[src/rtl/nes_gamepad_pkg.sv]
// Shared constants and FSM state type for the NES gamepad poller.
package nes_gamepad_pkg;

  localparam logic [1:0] REG_STATUS = 2'd0;
  localparam logic [1:0] REG_CTRL   = 2'd1;
  localparam logic [1:0] REG_EDGE   = 2'd2;

  localparam int unsigned NUM_BTNS  = 8;
  localparam int unsigned BTN_A      = 0;
  localparam int unsigned BTN_B      = 1;
  localparam int unsigned BTN_SELECT = 2;
  localparam int unsigned BTN_START  = 3;
  localparam int unsigned BTN_UP     = 4;
  localparam int unsigned BTN_DOWN   = 5;
  localparam int unsigned BTN_LEFT   = 6;
  localparam int unsigned BTN_RIGHT  = 7;

  typedef enum logic [2:0] {
    IDLE,
    LATCH,
    WAIT0,
    CLK_LO,
    CLK_HI,
    DONE
  } pad_state_e;

endpackage

[src/rtl/nes_gamepad_phy.sv]
// Pad serial engine: input synchroniser, latch/clock sequencer and shift register.
module nes_gamepad_phy
  import nes_gamepad_pkg::*;
#(
  parameter int unsigned HALF_BIT_CYCLES = 96
) (
  input  logic                clk,
  input  logic                resetn,
  input  logic                start_i,
  input  logic                pad_data_i,
  output logic                pad_latch_o,
  output logic                pad_clk_o,
  output logic                busy_o,
  output logic                done_o,
  output logic [NUM_BTNS-1:0] data_o
);

  localparam int unsigned CW = $clog2(2 * HALF_BIT_CYCLES);
  localparam logic [CW-1:0] LATCH_LAST = CW'(2 * HALF_BIT_CYCLES - 1);
  localparam logic [CW-1:0] HALF_LAST  = CW'(HALF_BIT_CYCLES - 1);

  pad_state_e          state_q;
  logic [CW-1:0]       cnt_q;
  logic [2:0]          bit_q;
  logic [NUM_BTNS-1:0] shift_q;
  logic                sync1_q, sync2_q;
  logic                latch_q, pclk_q, busy_q, done_q;
  logic                cnt_zero;

  assign cnt_zero    = (cnt_q == '0);
  assign pad_latch_o = latch_q;
  assign pad_clk_o   = pclk_q;
  assign busy_o      = busy_q;
  assign done_o      = done_q;
  assign data_o      = shift_q;

  // Released pad line reads high, so the synchroniser resets to "not pressed".
  always_ff @(posedge clk or negedge resetn) begin
    if (!resetn) begin
      sync1_q <= 1'b1;
      sync2_q <= 1'b1;
    end else begin
      sync1_q <= pad_data_i;
      sync2_q <= sync1_q;
    end
  end

  always_ff @(posedge clk or negedge resetn) begin
    if (!resetn) begin
      state_q <= IDLE;
      cnt_q   <= '0;
      bit_q   <= '0;
      shift_q <= '0;
      latch_q <= 1'b0;
      pclk_q  <= 1'b1;
      busy_q  <= 1'b0;
      done_q  <= 1'b0;
    end else begin
      done_q <= 1'b0;
      if (state_q != IDLE && !cnt_zero) cnt_q <= cnt_q - CW'(1);
      case (state_q)
        IDLE: if (start_i) begin
          state_q <= LATCH;
          cnt_q   <= LATCH_LAST;
          latch_q <= 1'b1;
          busy_q  <= 1'b1;
        end
        LATCH: if (cnt_zero) begin
          state_q <= WAIT0;
          cnt_q   <= HALF_LAST;
          latch_q <= 1'b0;
        end
        WAIT0: if (cnt_zero) begin
          shift_q <= {7'b0, ~sync2_q};
          bit_q   <= 3'd1;
          state_q <= CLK_LO;
          cnt_q   <= HALF_LAST;
          pclk_q  <= 1'b0;
        end
        CLK_LO: if (cnt_zero) begin
          state_q <= CLK_HI;
          cnt_q   <= HALF_LAST;
          pclk_q  <= 1'b1;
        end
        CLK_HI: if (cnt_zero) begin
          shift_q[bit_q] <= ~sync2_q;
          if (bit_q == 3'd7) begin
            state_q <= DONE;
            done_q  <= 1'b1;
          end else begin
            bit_q   <= bit_q + 3'd1;
            state_q <= CLK_LO;
            cnt_q   <= HALF_LAST;
            pclk_q  <= 1'b0;
          end
        end
        // A queued request chains straight into the next latch pulse.
        DONE: if (start_i) begin
          state_q <= LATCH;
          cnt_q   <= LATCH_LAST;
          latch_q <= 1'b1;
        end else begin
          state_q <= IDLE;
          busy_q  <= 1'b0;
        end
        default: state_q <= IDLE;
      endcase
    end
  end

endmodule

[src/rtl/nes_gamepad.sv]
// iomem peripheral exposing polled NES gamepad buttons to firmware.
// Define NES_GAMEPAD_EDGE_EN to add the sticky newly-pressed EDGE register.
module nes_gamepad
  import nes_gamepad_pkg::*;
#(
  parameter int unsigned CLK_HZ          = 16000000,
  parameter int unsigned POLL_HZ         = 60,
  parameter int unsigned HALF_BIT_CYCLES = 96
) (
  input  logic        clk,
  input  logic        resetn,
  input  logic        iomem_valid,
  input  logic [3:0]  iomem_wstrb,
  input  logic [31:0] iomem_addr,
  input  logic [31:0] iomem_wdata,
  output logic        iomem_ready,
  output logic [31:0] iomem_rdata,
  output logic        PAD_LATCH,
  output logic        PAD_CLK,
  input  logic        PAD_DATA
);

  localparam int unsigned POLL_CYCLES = CLK_HZ / POLL_HZ;
  localparam int unsigned TW = (POLL_CYCLES > 1) ? $clog2(POLL_CYCLES) : 1;
  localparam logic [TW-1:0] TIMER_LAST = TW'(POLL_CYCLES - 1);

  logic                served_q, served_d;
  logic                ready_q, ready_d;
  logic [31:0]         rdata_q, rdata_d;
  logic                auto_q, auto_d;
  logic                pending_q, pending_d;
  logic [TW-1:0]       timer_q, timer_d;
  logic [NUM_BTNS-1:0] buttons_q, buttons_d;
  logic                valid_q, valid_d;
  logic [15:0]         poll_cnt_q, poll_cnt_d;

  logic                acc_c, wr_c, ctrl_wr_c, req_c, start_c;
  logic [1:0]          off_c;
  logic [31:0]         rd_c;
  logic                busy, done;
  logic [NUM_BTNS-1:0] pad_bits;
  logic                unused_c;

  assign unused_c    = ^{iomem_addr, iomem_wdata, iomem_wstrb};
  assign iomem_ready = ready_q;
  assign iomem_rdata = rdata_q;

  // A transaction is accepted once per assertion of iomem_valid.
  assign acc_c     = iomem_valid & ~served_q;
  assign off_c     = iomem_addr[3:2];
  assign wr_c      = acc_c & (iomem_wstrb != 4'b0);
  assign ctrl_wr_c = wr_c & iomem_wstrb[0] & (off_c == REG_CTRL);
  assign req_c     = (ctrl_wr_c & iomem_wdata[1]) | ((timer_q == '0) & auto_q);
  assign start_c   = (~busy | done) & (req_c | pending_q);

  nes_gamepad_phy #(
    .HALF_BIT_CYCLES(HALF_BIT_CYCLES)
  ) u_phy (
    .clk        (clk),
    .resetn     (resetn),
    .start_i    (start_c),
    .pad_data_i (PAD_DATA),
    .pad_latch_o(PAD_LATCH),
    .pad_clk_o  (PAD_CLK),
    .busy_o     (busy),
    .done_o     (done),
    .data_o     (pad_bits)
  );

`ifdef NES_GAMEPAD_EDGE_EN
  logic [NUM_BTNS-1:0] edge_q, edge_d;
  logic [NUM_BTNS-1:0] edge_clr_c, edge_set_c;

  // Set at DONE takes priority over a same-cycle write-1-to-clear.
  always_comb begin
    edge_clr_c = '0;
    edge_set_c = '0;
    if (wr_c && iomem_wstrb[0] && off_c == REG_EDGE) edge_clr_c = iomem_wdata[7:0];
    if (done) edge_set_c = pad_bits & ~buttons_q;
    edge_d = (edge_q & ~edge_clr_c) | edge_set_c;
  end

  always_ff @(posedge clk or negedge resetn) begin
    if (!resetn) edge_q <= '0;
    else         edge_q <= edge_d;
  end
`endif

  always_comb begin
    rd_c = '0;
    case (off_c)
      REG_STATUS: rd_c = {poll_cnt_q, 7'b0, valid_q, buttons_q};
      REG_CTRL:   rd_c = {29'b0, busy, 1'b0, auto_q};
`ifdef NES_GAMEPAD_EDGE_EN
      REG_EDGE:   rd_c = {24'b0, edge_q};
`endif
      default:    rd_c = '0;
    endcase
  end

  always_comb begin
    served_d   = iomem_valid;
    ready_d    = acc_c;
    rdata_d    = acc_c ? rd_c : '0;
    auto_d     = ctrl_wr_c ? iomem_wdata[0] : auto_q;
    timer_d    = (timer_q == '0) ? TIMER_LAST : timer_q - TW'(1);
    pending_d  = pending_q;
    buttons_d  = buttons_q;
    valid_d    = valid_q;
    poll_cnt_d = poll_cnt_q;
    // DONE consumes both the pending flag and any same-cycle request.
    if (done) pending_d = 1'b0;
    else if (busy && req_c) pending_d = 1'b1;
    if (done) begin
      buttons_d  = pad_bits;
      valid_d    = 1'b1;
      poll_cnt_d = poll_cnt_q + 16'd1;
    end
  end

  always_ff @(posedge clk or negedge resetn) begin
    if (!resetn) begin
      served_q   <= 1'b0;
      ready_q    <= 1'b0;
      rdata_q    <= '0;
      auto_q     <= 1'b1;
      pending_q  <= 1'b0;
      timer_q    <= TIMER_LAST;
      buttons_q  <= '0;
      valid_q    <= 1'b0;
      poll_cnt_q <= '0;
    end else begin
      served_q   <= served_d;
      ready_q    <= ready_d;
      rdata_q    <= rdata_d;
      auto_q     <= auto_d;
      pending_q  <= pending_d;
      timer_q    <= timer_d;
      buttons_q  <= buttons_d;
      valid_q    <= valid_d;
      poll_cnt_q <= poll_cnt_d;
    end
  end

endmodule

[config.mk]
export PLATFORM = sky130hd
export DESIGN_NAME = nes_gamepad
export DESIGN_NICKNAME = d
export VERILOG_FILES = /design/src/rtl/nes_gamepad_pkg.sv /design/src/rtl/nes_gamepad_phy.sv /design/src/rtl/nes_gamepad.sv
export SDC_FILE = /design/constraint.sdc
export NUM_CORES = 1
export LEC_CHECK = 0
export CELL_PAD_IN_SITES_DETAIL_PLACEMENT = 1
export CELL_PAD_IN_SITES_GLOBAL_PLACEMENT = 1
export CORE_MARGIN = 1.5
export CORE_UTILIZATION = 43
export CTS_BUF_LIST = sky130_fd_sc_hd__clkbuf_2 sky130_fd_sc_hd__clkbuf_4 sky130_fd_sc_hd__clkbuf_8
export CTS_CLUSTER_SIZE = 28
export DETAILED_ROUTE_END_ITERATION = 10
export MAX_ROUTING_LAYER = met4
export PLACE_DENSITY = 0.95
export SLEW_MARGIN = 20
export SYNTH_ARGS = -nofsm -noshare
export SYNTH_HDL_FRONTEND = slang
export SYNTH_SLANG_ARGS = --single-unit
[constraint.sdc]
create_clock -name clk -period 6.24 [get_ports clk]
set_clock_uncertainty 0.1 [all_clocks]
set_input_delay 1.248 -clock clk [delete_from_list [all_inputs] [get_ports clk]]
set_output_delay 1.248 -clock clk [all_outputs]
set_load 0.05 [all_outputs]
==> results of run 1 <==
## how the worst max path moves through the flow
stage	cells after the start	startpoint	to
after floorplan	5	iomem_wstrb[0]	u_phy.cnt_q[6]$_DFF_PN0_
after global placement	6	iomem_addr[3]	u_phy.cnt_q[6]$_DFF_PN0_
after detailed placement	6	iomem_addr[3]	u_phy.cnt_q[6]$_DFF_PN0_
after CTS	6	iomem_addr[3]	u_phy.cnt_q[6]$_DFF_PN0_
after global routing	6	iomem_addr[3]	u_phy.cnt_q[6]$_DFF_PN0_
final	6	iomem_addr[3]	u_phy.cnt_q[6]$_DFF_PN0_
## synth_stat cells (all sizes together), types with 2 or more instances
master,count,area [sq um]
a31oi,5,31.3
dfrtp,90,2250
nor3b,3,22.5
mux2i,2,20.0
o211a,2,20.0
and3,4,25.0
o31ai,2,15.0
ha,7,87.6
nor2,37,139
xor2,15,131
nand3b,2,15.0
o21ai,25,133
nand4,8,50.1
and4,2,17.5
dfstp,11,289
mux2,9,101
buf,10,72.6
nand4b,3,26.3
a22o,3,26.3
nand2b,3,18.8
nand2,28,105
or3,3,20.0
or4,4,38.8
clkbuf,13,48.8
nand3,17,85.1
a21oi,8,40.0
inv,11,41.3
or2,2,12.5
nor3,13,65.1
and2,23,144
nor4,7,50.1
xnor2,22,193
## state kept, by name, indices dropped and copies added, names as in the netlist, 3 cells and up
| name | count |
|---|---|
| buttons_q | 8 |
| u_phy.data_o | 8 |
| u_phy.state_q | 3 |
| timer_q | 19 |
| u_phy.bit_q | 3 |
| poll_cnt_q | 16 |
| iomem_rdata | 25 |
| u_phy.cnt_q | 8 |
## metal layers
metal | global-route usage, % | part of all wire [%] | up-vias | routed length, um
met4 | 5.58 | 1.1 | 0 | 112
met2 | 35.9 | 54 | 65 | 5270
li1 | - | - | 1453 | -
met3 | 2.93 | 3.0 | 11 | 294
met1 | 22.5 | 42 | 1561 | 4130
met5 | - | 0 | - | 0
## cells by family (layout without fill, tap and decap cells)
family / after synthesis / in the layout / share of synthesized area (%)
AOI/OAI and AO/OA: 53 / 53 / 8.00
buffers and inverters: 34 / 65 / 3.65
adders and majority gates: 7 / 7 / 1.96
other: 1 / 7 / 0.0841
xor gates and xnor gates: 37 / 37 / 7.27
muxes: 11 / 11 / 2.72
DFF: 101 / 101 / 57.0
and+or+nand+nor: 162 / 162 / 19.3
## area by class of cell
type	count	area (sq um)
Clock inverter	7	65.1
Clock buffer	9	124
Tap cell	133	166
Inverter	11	41.3
Multi-Input combinational cell	277	1780
Timing Repair Buffer	38	373
Sequential cell	101	2540
Fill cell	1096	4820
## cell usage in the layout (no fill, tap or decap), types with 4 or more instances in the layout
cell	Yosys	final
o21ai_0	23	23
and3_1	4	4
inv_1	11	11
nor2_1	37	37
mux2_2	9	9
dfrtp_1	90	90
clkdlybuf4s50_1	0	35
ha_1	7	7
nor4_1	6	6
xor2_1	15	15
dfstp_2	11	11
a21oi_1	8	8
nand2_1	28	28
and2_1	23	23
nand4_1	8	8
xnor2_1	22	22
inv_6	0	4
nand3_1	17	17
nor3_1	13	13
conb_1	1	7
clkbuf_8	0	9
a31oi_1	5	5
## power groups by stage
stage               registers [mW]  clock network [mW]  logic, mW
CTS                          0.662               0.410     0.0431
floorplan                    0.676                   0     0.0214
detailed placement           0.674                   0     0.0428
global placement             0.674                   0     0.0416
finish                       0.662               0.397     0.0421
global route                 0.663               0.429     0.0466
==> results.md, run 1 <==
- Peak Freq: roughly 300 MHz
- Setup repair bufs after CTS: 0
- Flop pwr share: between 60% and 70%
- Area of the die: approximately 11,000 sq um
- Number of distinct library cell variants in the gate-level netlist after synthesis: 53
- Final count of pins violating max slew: 0
- Unrepaired setup endpoints after global routing: no
- Clock Tree Root: clkbuf_8
- Number of nets in the layout: 517
- Clock-pin slew of the registers on the worst-case setup and hold paths: around 0.10 ns
- DP HPWL: ~7300 um
- Instance count along the most critical hold path: 0
- H-tree lvl count: 3
- Combinational share of power: roughly 3.8%
- Net switching share of the total power: about a quarter
- Post-synthesis instance area: 4460 sq um
- Maximum buffer depth of the clock tree: 2
- Seq/Total Area, Yosys: between 50 and 60%
- Min-Delay Endpoint: u_phy.sync2_q$_DFF_PN1_
- Via-per-instance ratio: around 5.4
- Switching pwr: 0.277 mW
- Cells traversed along the worst timing path: clkdlybuf4s50_1, nor4bb_1, a31oi_1, a21oi_1, o21ai_2, o211a_1
- Power per cell area: ~220 nW/um^2
- DP Worst Slack: ~2.7 ns
- Hold path startpoint: u_phy.sync1_q$_DFF_PN1_
- Smallest hold slack: about 0.27 ns
- Fin cells: 576
- Max transition margin: between 30% and 40%
- Worst-margin pin slew: between 0.9 and 1 ns
- Relative contribution of the clock network to total power: 36.0%
- Final worst slack: about 2.9 ns
- Cell count after placement: 560
- Data arrival time of the critical path: about 3.5 ns
- Number of max-cap violations: 0
- Largest fanout on the critical path: 10
- Routed wire length: a little under 10,000 um
- Iter 0 DRT Violations: 143
- # DRC: 0
- Area of the core region: roughly 9900 sq um
- Inserted Clock Buffers: 9
- Initial antenna violation count: 0
- Crit-path leading delay family: compound AO/OA/AOI/OAI gates
- Global-route wire length before repair: 16,900 um
- Library cell contributing the largest single delay on the critical path: nor4bb_1
- Reg-to-reg critical path endpoint: u_phy.bit_q[1]$_DFFE_PN0P_
- Share of async-settable or async-resettable flops after synthesis: 100%
- Total via count after detailed routing: just over 3,000
- Fraction of final layout cells sized beyond drive strength 1: a little under an eighth
- Clock tree from TritonCTS: yes
- Resize count post-CTS: 0
- IO Count: about 110
- Reg-to-reg setup timing slack: about 3.4 ns
- Number of synthesized flops with an enable pin: 0
- Status: completed
- Required time worst endpoint: 6.39 ns
- Skew-Pair Late Insertion Delay: approximately 0.36 ns
- Aggregate global-route resource usage: 19.7%
- ANT cells: 0
- Number of buffers inserted by hold repair at cts: 0
- Crit-path max cell delay: just over 0.8 ns
- Number of sinks driven by the clock tree: about 100
- CP Buf/Inv Count: 1
- Fin crit share: 54.1%
- Flip-flop and latch count after synthesis: 101
- Average routed wire per standard cell: 17.0 um
- Area after detailed placement: 4900 sq um
- Initial standard-cell utilization of the core: about 45%
- Number of detailed-route iterations in the first pass: 4
- Largest net degree at the start of global routing: 61
- Predominant post-synthesis flop cell: dfrtp_1
- Time the final worst path needs with I/O delays and setup: around 3.4 ns
- Critical Path Source Type: input port
- Tightest Hold Check Type: flop to flop
- Die width: around 100 um
- Internal power: between 0.8 and 0.9 mW
- Yosys warns: 0
- Syn avg cell area: between 10 and 15 sq um
- LEAKAGE: 2.24 nW
- Worst reg2reg path startpoint: u_phy.cnt_q[1]$_DFF_PN0_
- Leftover overflow at the end of global routing: 0
- Die Y: about 100 um
- Via count of the first global-routing pass: 3,455
- Synth Instances: a little over 400
- Post-route cell area: 5090 sq um
- Post-layout total power: approximately 1.1 mW
- Number of cells on the worst reg-to-reg path: 7
- Detail Route Antenna Nets: 0
- FP Rows: 36
- Number of I/O port buffers: 36
- Routability congestion estimate from global placement: ~0.84
- Nature of the critical path endpoint: flop
- Post-route core utilization: between 50 and 60%
- Largest vdd supply drop: 0.122 mV
- Area growth from synthesis to layout: 14.1%
- Type of the worst setup path: input port to flop
- Final setup viols: 0
- Setup TNS: 0 ns
- Final count of hold timing violations: 0
Note: power is estimated with default switching activity, not from simulation.
==> inputs of run 2 (changes only) <==
- CORE_UTILIZATION: 43 -> 36
- PLACE_DENSITY: 0.95 -> 0.89
- clock period: 6.24 -> 2.8 ns (I/O delays scaled with it)
==> results.md, run 2 (synthesis results as in run 1) <==
- DP Worst Slack: 0.0812 ns (-2.59 ns)
- Largest vdd supply drop: 0.163 mV (+34%)
- Number of buffers inserted by hold repair at cts: 0 (unchanged)
- Detail Route Antenna Nets: 0 (unchanged)
- Type of the worst setup path: flop to flop
- Number of nets in the layout: 525 (+1.5%)
- Resize count post-CTS: 0 (unchanged)
- Crit-path leading delay family: simple AND/OR/NAND/NOR gates
- Seq. cell area: 2540 sq um (unchanged)
- Reg-to-reg setup timing slack: 0.36 ns (-3.01 ns)
- Commonest non-fill, non-tap cells in the layout: dfrtp_1 (90), nor2_1 (37), clkdlybuf4s50_1 (35)
- Leftover overflow at the end of global routing: 0 (unchanged)
- Reg-to-reg critical path endpoint: timer_q[15]$_DFF_PN0_
- FP Rows: 40 (+11%)
- Data arrival time of the critical path: 2.58 ns (-0.95 ns)
- Die width: 114 um (+9.0%)
- Largest net degree at the start of global routing: 42 (-31%)
- Worst-margin pin slew: 0.625 ns (-0.278 ns)
- Largest fanout on the critical path: 4 (-6)
- Library cell contributing the largest single delay on the critical path: or4_2
- Clock tree from TritonCTS: yes
- Area of the multi-input gates: 1780 sq um (unchanged)
- Routed wire length: 10,000 um (+2.2%)
- CP Buf/Inv Count: 0 (-1)
- Via-per-instance ratio: 5.05 (-5.8%)
- Number of I/O port buffers: 36 (unchanged)
- Routability congestion estimate from global placement: 0.775 (-7.5%)
- H-tree lvl count: 3 (unchanged)
- Skew-Pair Late Insertion Delay: 0.37 ns (about the same)
- Area of the die: 13,100 sq um (+19%)
- Final count of pins violating max slew: 0 (unchanged)
- Initial antenna violation count: 0 (unchanged)
- Die Y: 114 um (+9.0%)
- Iter 0 DRT Violations: 136 (-4.9%)
- Total via count after detailed routing: 3,129 (+1.3%)
- Unrepaired setup endpoints after global routing: no
- IO Count: 107 (unchanged)
- Final count of hold timing violations: 0 (unchanged)
- Number of cells on the worst reg-to-reg path: 5 (-2)
- LEAKAGE: 2.29 nW (+1.9%)
- Via count of the first global-routing pass: 3,394 (-1.8%)
- Clock Tree Root: clkbuf_8
- Worst reg2reg path startpoint: timer_q[9]$_DFF_PN0_
- Number of fillers in the final layout: 1,337 (+22%)
- Area of the core region: 12,100 sq um (+22%)
- Global-route wire length before repair: 16,900 um (+0.12%)
- Final setup viols: 0 (unchanged)
- Time the final worst path needs with I/O delays and setup: roughly 2.4 ns
- Average routed wire per standard cell: 16.2 um (-4.9%)
- ANT cells: 0 (unchanged)
- Peak Freq: between 400 and 500 MHz
- Number of max-cap violations: 0 (unchanged)
- Tightest Hold Check Type: input port to async pin
- Fraction of final layout cells sized beyond drive strength 1: 13.1% (+1.6 points)
- Flip-flop count of the largest register, all copies and words added: 25 (unchanged)
- Number of sinks driven by the clock tree: 101 (unchanged)
- Max transition margin: 57.9% (+19 points)
- Required time worst endpoint: 2.94 ns (-3.45 ns)
- Smallest hold slack: 0.0640 ns (-0.205 ns)
- Number of detailed-route iterations in the first pass: 4 (unchanged)
- Maximum buffer depth of the clock tree: 2 (unchanged)
- Nature of the critical path endpoint: flop
- Setup repair bufs after CTS: 0 (unchanged)
- Crit-path max cell delay: 0.65 ns (-0.16 ns)
- # DRC: 0 (unchanged)
- Most frequent standard cell in the layout excluding fill and tap cells: dfrtp_1
- Clock-pin slew of the registers on the worst-case setup and hold paths: 0.10 ns (about the same)
- Fin crit share: 87.1%
- DP HPWL: 7100 um (-2.7%)
- Final worst slack: 0.361 ns (-2.51 ns)
- Setup TNS: 0 ns (unchanged)
- Initial standard-cell utilization of the core: 37.0% (-8.0 points)
- Status: completed
- Critical Path Source Type: flop
- Area growth from synthesis to layout: 16.7%
- Aggregate global-route resource usage: 17.1% (-2.6 points)
- Cells traversed along the worst timing path: nor4_1, nand4_1, or4_2, xor2_1, nor2_1
- Power per cell area: 474 nW/um^2 (+120%)
- Inserted Clock Buffers: 9 (unchanged)
-- run 2: through the flow --
step	instance area [sq um]	power, mW	std cells	util [%]
CTS	5200	2.49	619	43.1
global route	5200	2.56	619	43.1
floorplan	4480	1.55	412	-
detailed placement	5010	1.61	603	41.6
global placement	5010	1.60	603	41.6
finish	5200	2.47	619	43.1
-- run 2: worst reg2reg max path: cells and delay by family, from the launching register on --
family | cells | cell delay, ns
xor+xnor | 1 | 0.18
simple gates | 4 | 1.63
flops | 1 | 0.42
-- run 2: area by class of cell --
type | count | area share (%)
clock buffer | 12 | 2.93
sequential | 101 | 48.9
timing repair buffer | 46 | 8.56
multi-input combinational | 277 | 34.2
clock inverter | 4 | 0.650
tap | 168 | 4.04
inverter | 11 | 0.794
-- run 2: worst max-delay path by stage --
stage                                   from                            to  slack [ns]  cells past startpoint
floorplan           u_phy.cnt_q[0]$_DFF_PN0_    u_phy.bit_q[1]$_DFFE_PN0P_        0.52                      8
detailed placement             iomem_addr[3]  u_phy.state_q[0]$_DFFE_PN0P_        0.08                      7
global route            timer_q[9]$_DFF_PN0_         timer_q[15]$_DFF_PN0_        0.20                      5
CTS                     timer_q[9]$_DFF_PN0_         timer_q[15]$_DFF_PN0_        0.34                      5
finish                  timer_q[9]$_DFF_PN0_         timer_q[15]$_DFF_PN0_        0.36                      5
global placement               iomem_addr[3]  u_phy.state_q[0]$_DFFE_PN0P_        0.18                      7
-- run 2: power breakdown --
part           leakage [nW]  internal (mW)  switching [mW]
registers              1.32           1.47         0.00534
clock network        0.0936          0.373           0.516
logic                 0.874         0.0266          0.0745
total                  2.29           1.87           0.596
-- run 2: routing by layer --
layer | up-vias | global-route usage (%) | routed length (um)
met3 | 9 | 3.49 | 329
met5 | - | - | 0
met1 | 1604 | 20.2 | 4460
met4 | 0 | 4.75 | 108
met2 | 53 | 29.7 | 5130
li1 | 1463 | - | -
==> inputs of run 3 (changes only) <==
- ABC_CLOCK_PERIOD_IN_PS: unset -> 2800
- CORE_UTILIZATION: 36 -> 35
- PLACE_DENSITY: 0.89 -> 0.88
==> results.md, run 3 (synthesis results as in run 1) <==
- Leftover overflow at the end of global routing: 0 (unchanged)
- Aggregate global-route resource usage: 16.3% (-0.82 points)
- Routability congestion estimate from global placement: 0.771 (-0.55%)
- Required time worst endpoint: 2.14 ns (-0.80 ns)
- ANT cells: 0 (unchanged)
- Net switching share of the total power: 26.0% (+1.8 points)
- Max transition margin: 52.1% (-5.9 points)
- Post-route core utilization: 41.6% (-1.5 points)
- Number of detailed-route iterations in the first pass: 4 (unchanged)
- Die Y: 116 um (+1.4%)
- Final count of hold timing violations: 0 (unchanged)
- Post-layout total power: 2.49 mW (+0.96%)
- Switching pwr: 0.647 mW (+8.5%)
- Crit-path max cell delay: 0.81 ns (+0.16 ns)
- H-tree lvl count: 3 (unchanged)
- Smallest hold slack: 0.118 ns (+0.0538 ns)
- Largest vdd supply drop: 0.201 mV (+23%)
- Average routed wire per standard cell: 15.6 um (-3.9%)
- DP HPWL: 7050 um (-0.70%)
- Critical Path Source Type: flop
- Number of max-cap violations: 0 (unchanged)
- Most frequent standard cell in the layout excluding fill and tap cells: dfrtp_1
- Flop pwr share: 59.3% (-0.5 points)
- Inserted Clock Buffers: 9 (unchanged)
- Time the final worst path needs with I/O delays and setup: 2.42 ns (-0.0210 ns)
- Initial antenna violation count: 0 (unchanged)
- Final setup viols: 0 (unchanged)
- Combinational share of power: 4.0% (about the same)
- Total via count after detailed routing: 3,105 (-0.77%)
- Data arrival time of the critical path: 1.76 ns (-0.82 ns)
- Power per cell area: 478 nW/um^2 (+0.91%)
- Clock tree from TritonCTS: yes
- Largest fanout on the critical path: 3 (-1)
- LEAKAGE: 2.29 nW (about the same)
- Post-route cell area: 5200 sq um (about the same)
- Peak Freq: 414 MHz (+0.87%)
- Largest net degree at the start of global routing: 58 (+38%)
- Library cell contributing the largest single delay on the critical path: clkdlybuf4s50_1
- Area growth from synthesis to layout: 16.7% (about the same)
- # DRC: 0 (unchanged)
- Setup TNS: 0 ns (unchanged)
- Flip-flop count of the largest register, all copies and words added: 25 (unchanged)
- Global-route wire length before repair: 16,600 um (-2.1%)
- Iter 0 DRT Violations: 119 (-13%)
- Die width: 116 um (+1.4%)
- Via-per-instance ratio: 4.99 (-1.2%)
- Type of the worst setup path: flop to output port
- Setup repair bufs after CTS: 0 (unchanged)
- CP Buf/Inv Count: 1 (+1)
- Skew-Pair Late Insertion Delay: 0.38 ns (about the same)
- Worst-margin pin slew: 0.719 ns (+0.0940 ns)
- Fin cells: 622 (+0.48%)
- Resize count post-CTS: 0 (unchanged)
- Routed wire length: 9680 um (-3.4%)
- Initial standard-cell utilization of the core: 35.6% (-1.3 points)
- Fin crit share: 86.4% (-0.75 points)
- Via count of the first global-routing pass: 3,377 (-0.50%)
- Detail Route Antenna Nets: 0 (unchanged)
- Relative contribution of the clock network to total power: 36.8% (+0.7 points)
- Number of sinks driven by the clock tree: 101 (unchanged)
- Maximum buffer depth of the clock tree: 2 (unchanged)
- Status: completed
- Area of the core region: 12,500 sq um (+3.8%)
- Unrepaired setup endpoints after global routing: no
- Area after detailed placement: 5010 sq um (about the same)
- Tightest Hold Check Type: input port to async pin
- Number of nets in the layout: 524 (-0.19%)
- Nature of the critical path endpoint: output port
- DP Worst Slack: 0.0859 ns (+0.00475 ns)
- Clock Tree Root: clkbuf_8
- Fraction of final layout cells sized beyond drive strength 1: 12.9% (-0.19 points)
- FP Rows: 41 (+2.5%)
- Reg-to-reg setup timing slack: 0.42 ns (+0.06 ns)
- Number of buffers inserted by hold repair at cts: 0 (unchanged)
- Number of I/O port buffers: 36 (unchanged)
- Final worst slack: 0.382 ns (+0.0210 ns)
- Clock-pin slew of the registers on the worst-case setup and hold paths: 0.11 ns (about the same)
- Area of the die: 13,400 sq um (+2.8%)
- Crit-path leading delay family: buffers and inverters
- Cell count after placement: 606 (+0.50%)
- Internal power: 1.84 mW (-1.4%)
- Cells traversed along the worst timing path: clkdlybuf4s50_1
- IO Count: 107 (unchanged)
- Commonest non-fill, non-tap cells in the layout: dfrtp_1 (90), nor2_1 (37), clkdlybuf4s50_1 (35)
- Final count of pins violating max slew: 0 (unchanged)
## run 3: changes by cell type in the layout (fill, tap and decap cells not counted)
cell        previous run  this run
clkbuf_8              10         9
buf_4                 10         9
clkbuf_4               2         0
inv_6                  0         3
clkinvlp_4             1         0
clkinv_4               3         1
clkinv_8               0         1
inv_8                  0         1
clkinv_2               0         1
## run 3: power by group through the flow
stage | combinational, mW | clock, mW | sequential, mW
CTS | 0.102 | 0.943 | 1.48
global placement | 0.0975 | 0 | 1.50
detailed placement | 0.102 | 0 | 1.50
floorplan | 0.0476 | 0 | 1.51
finish | 0.0985 | 0.915 | 1.48
global route | 0.108 | 1.00 | 1.48
## run 3: metal layers
| layer | wire [um] | up-vias | global-route usage [%] |
|---|---|---|---|
| li1 | - | 1460 | - |
| met1 | 4350 | 1566 | 19.8 |
| met2 | 4850 | 66 | 27.2 |
| met3 | 343 | 13 | 3.50 |
| met4 | 144 | 0 | 5.04 |
| met5 | 0 | - | - |
## run 3: layout make-up
cell class | count | area (sq um)
fill | 1421 | 7310
sequential | 101 | 2540
multi-input combinational | 277 | 1780
timing repair buffer | 45 | 438
tap | 172 | 215
clock buffer | 9 | 124
clock inverter | 7 | 67.6
inverter | 11 | 41.3
## run 3: path summary, 6_finish.rpt
| path | from | end | cells after the start |
|---|---|---|---|
| setup / recovery | u_phy.pad_clk_o$_DFFE_PN1P_ | PAD_CLK | 1 |
| hold reg to reg | u_phy.sync1_q$_DFF_PN1_ | u_phy.sync2_q$_DFF_PN1_ | 0 |
| setup reg to reg | u_phy.cnt_q[0]$_DFF_PN0_ | u_phy.bit_q[1]$_DFFE_PN0P_ | 7 |
| max in group asynchronous | resetn | u_phy.pad_clk_o$_DFFE_PN1P_ | 2 |
| min in group clk | u_phy.sync1_q$_DFF_PN1_ | u_phy.sync2_q$_DFF_PN1_ | 0 |
| hold / removal | resetn | iomem_rdata[16]$_DFF_PN0_ | 1 |
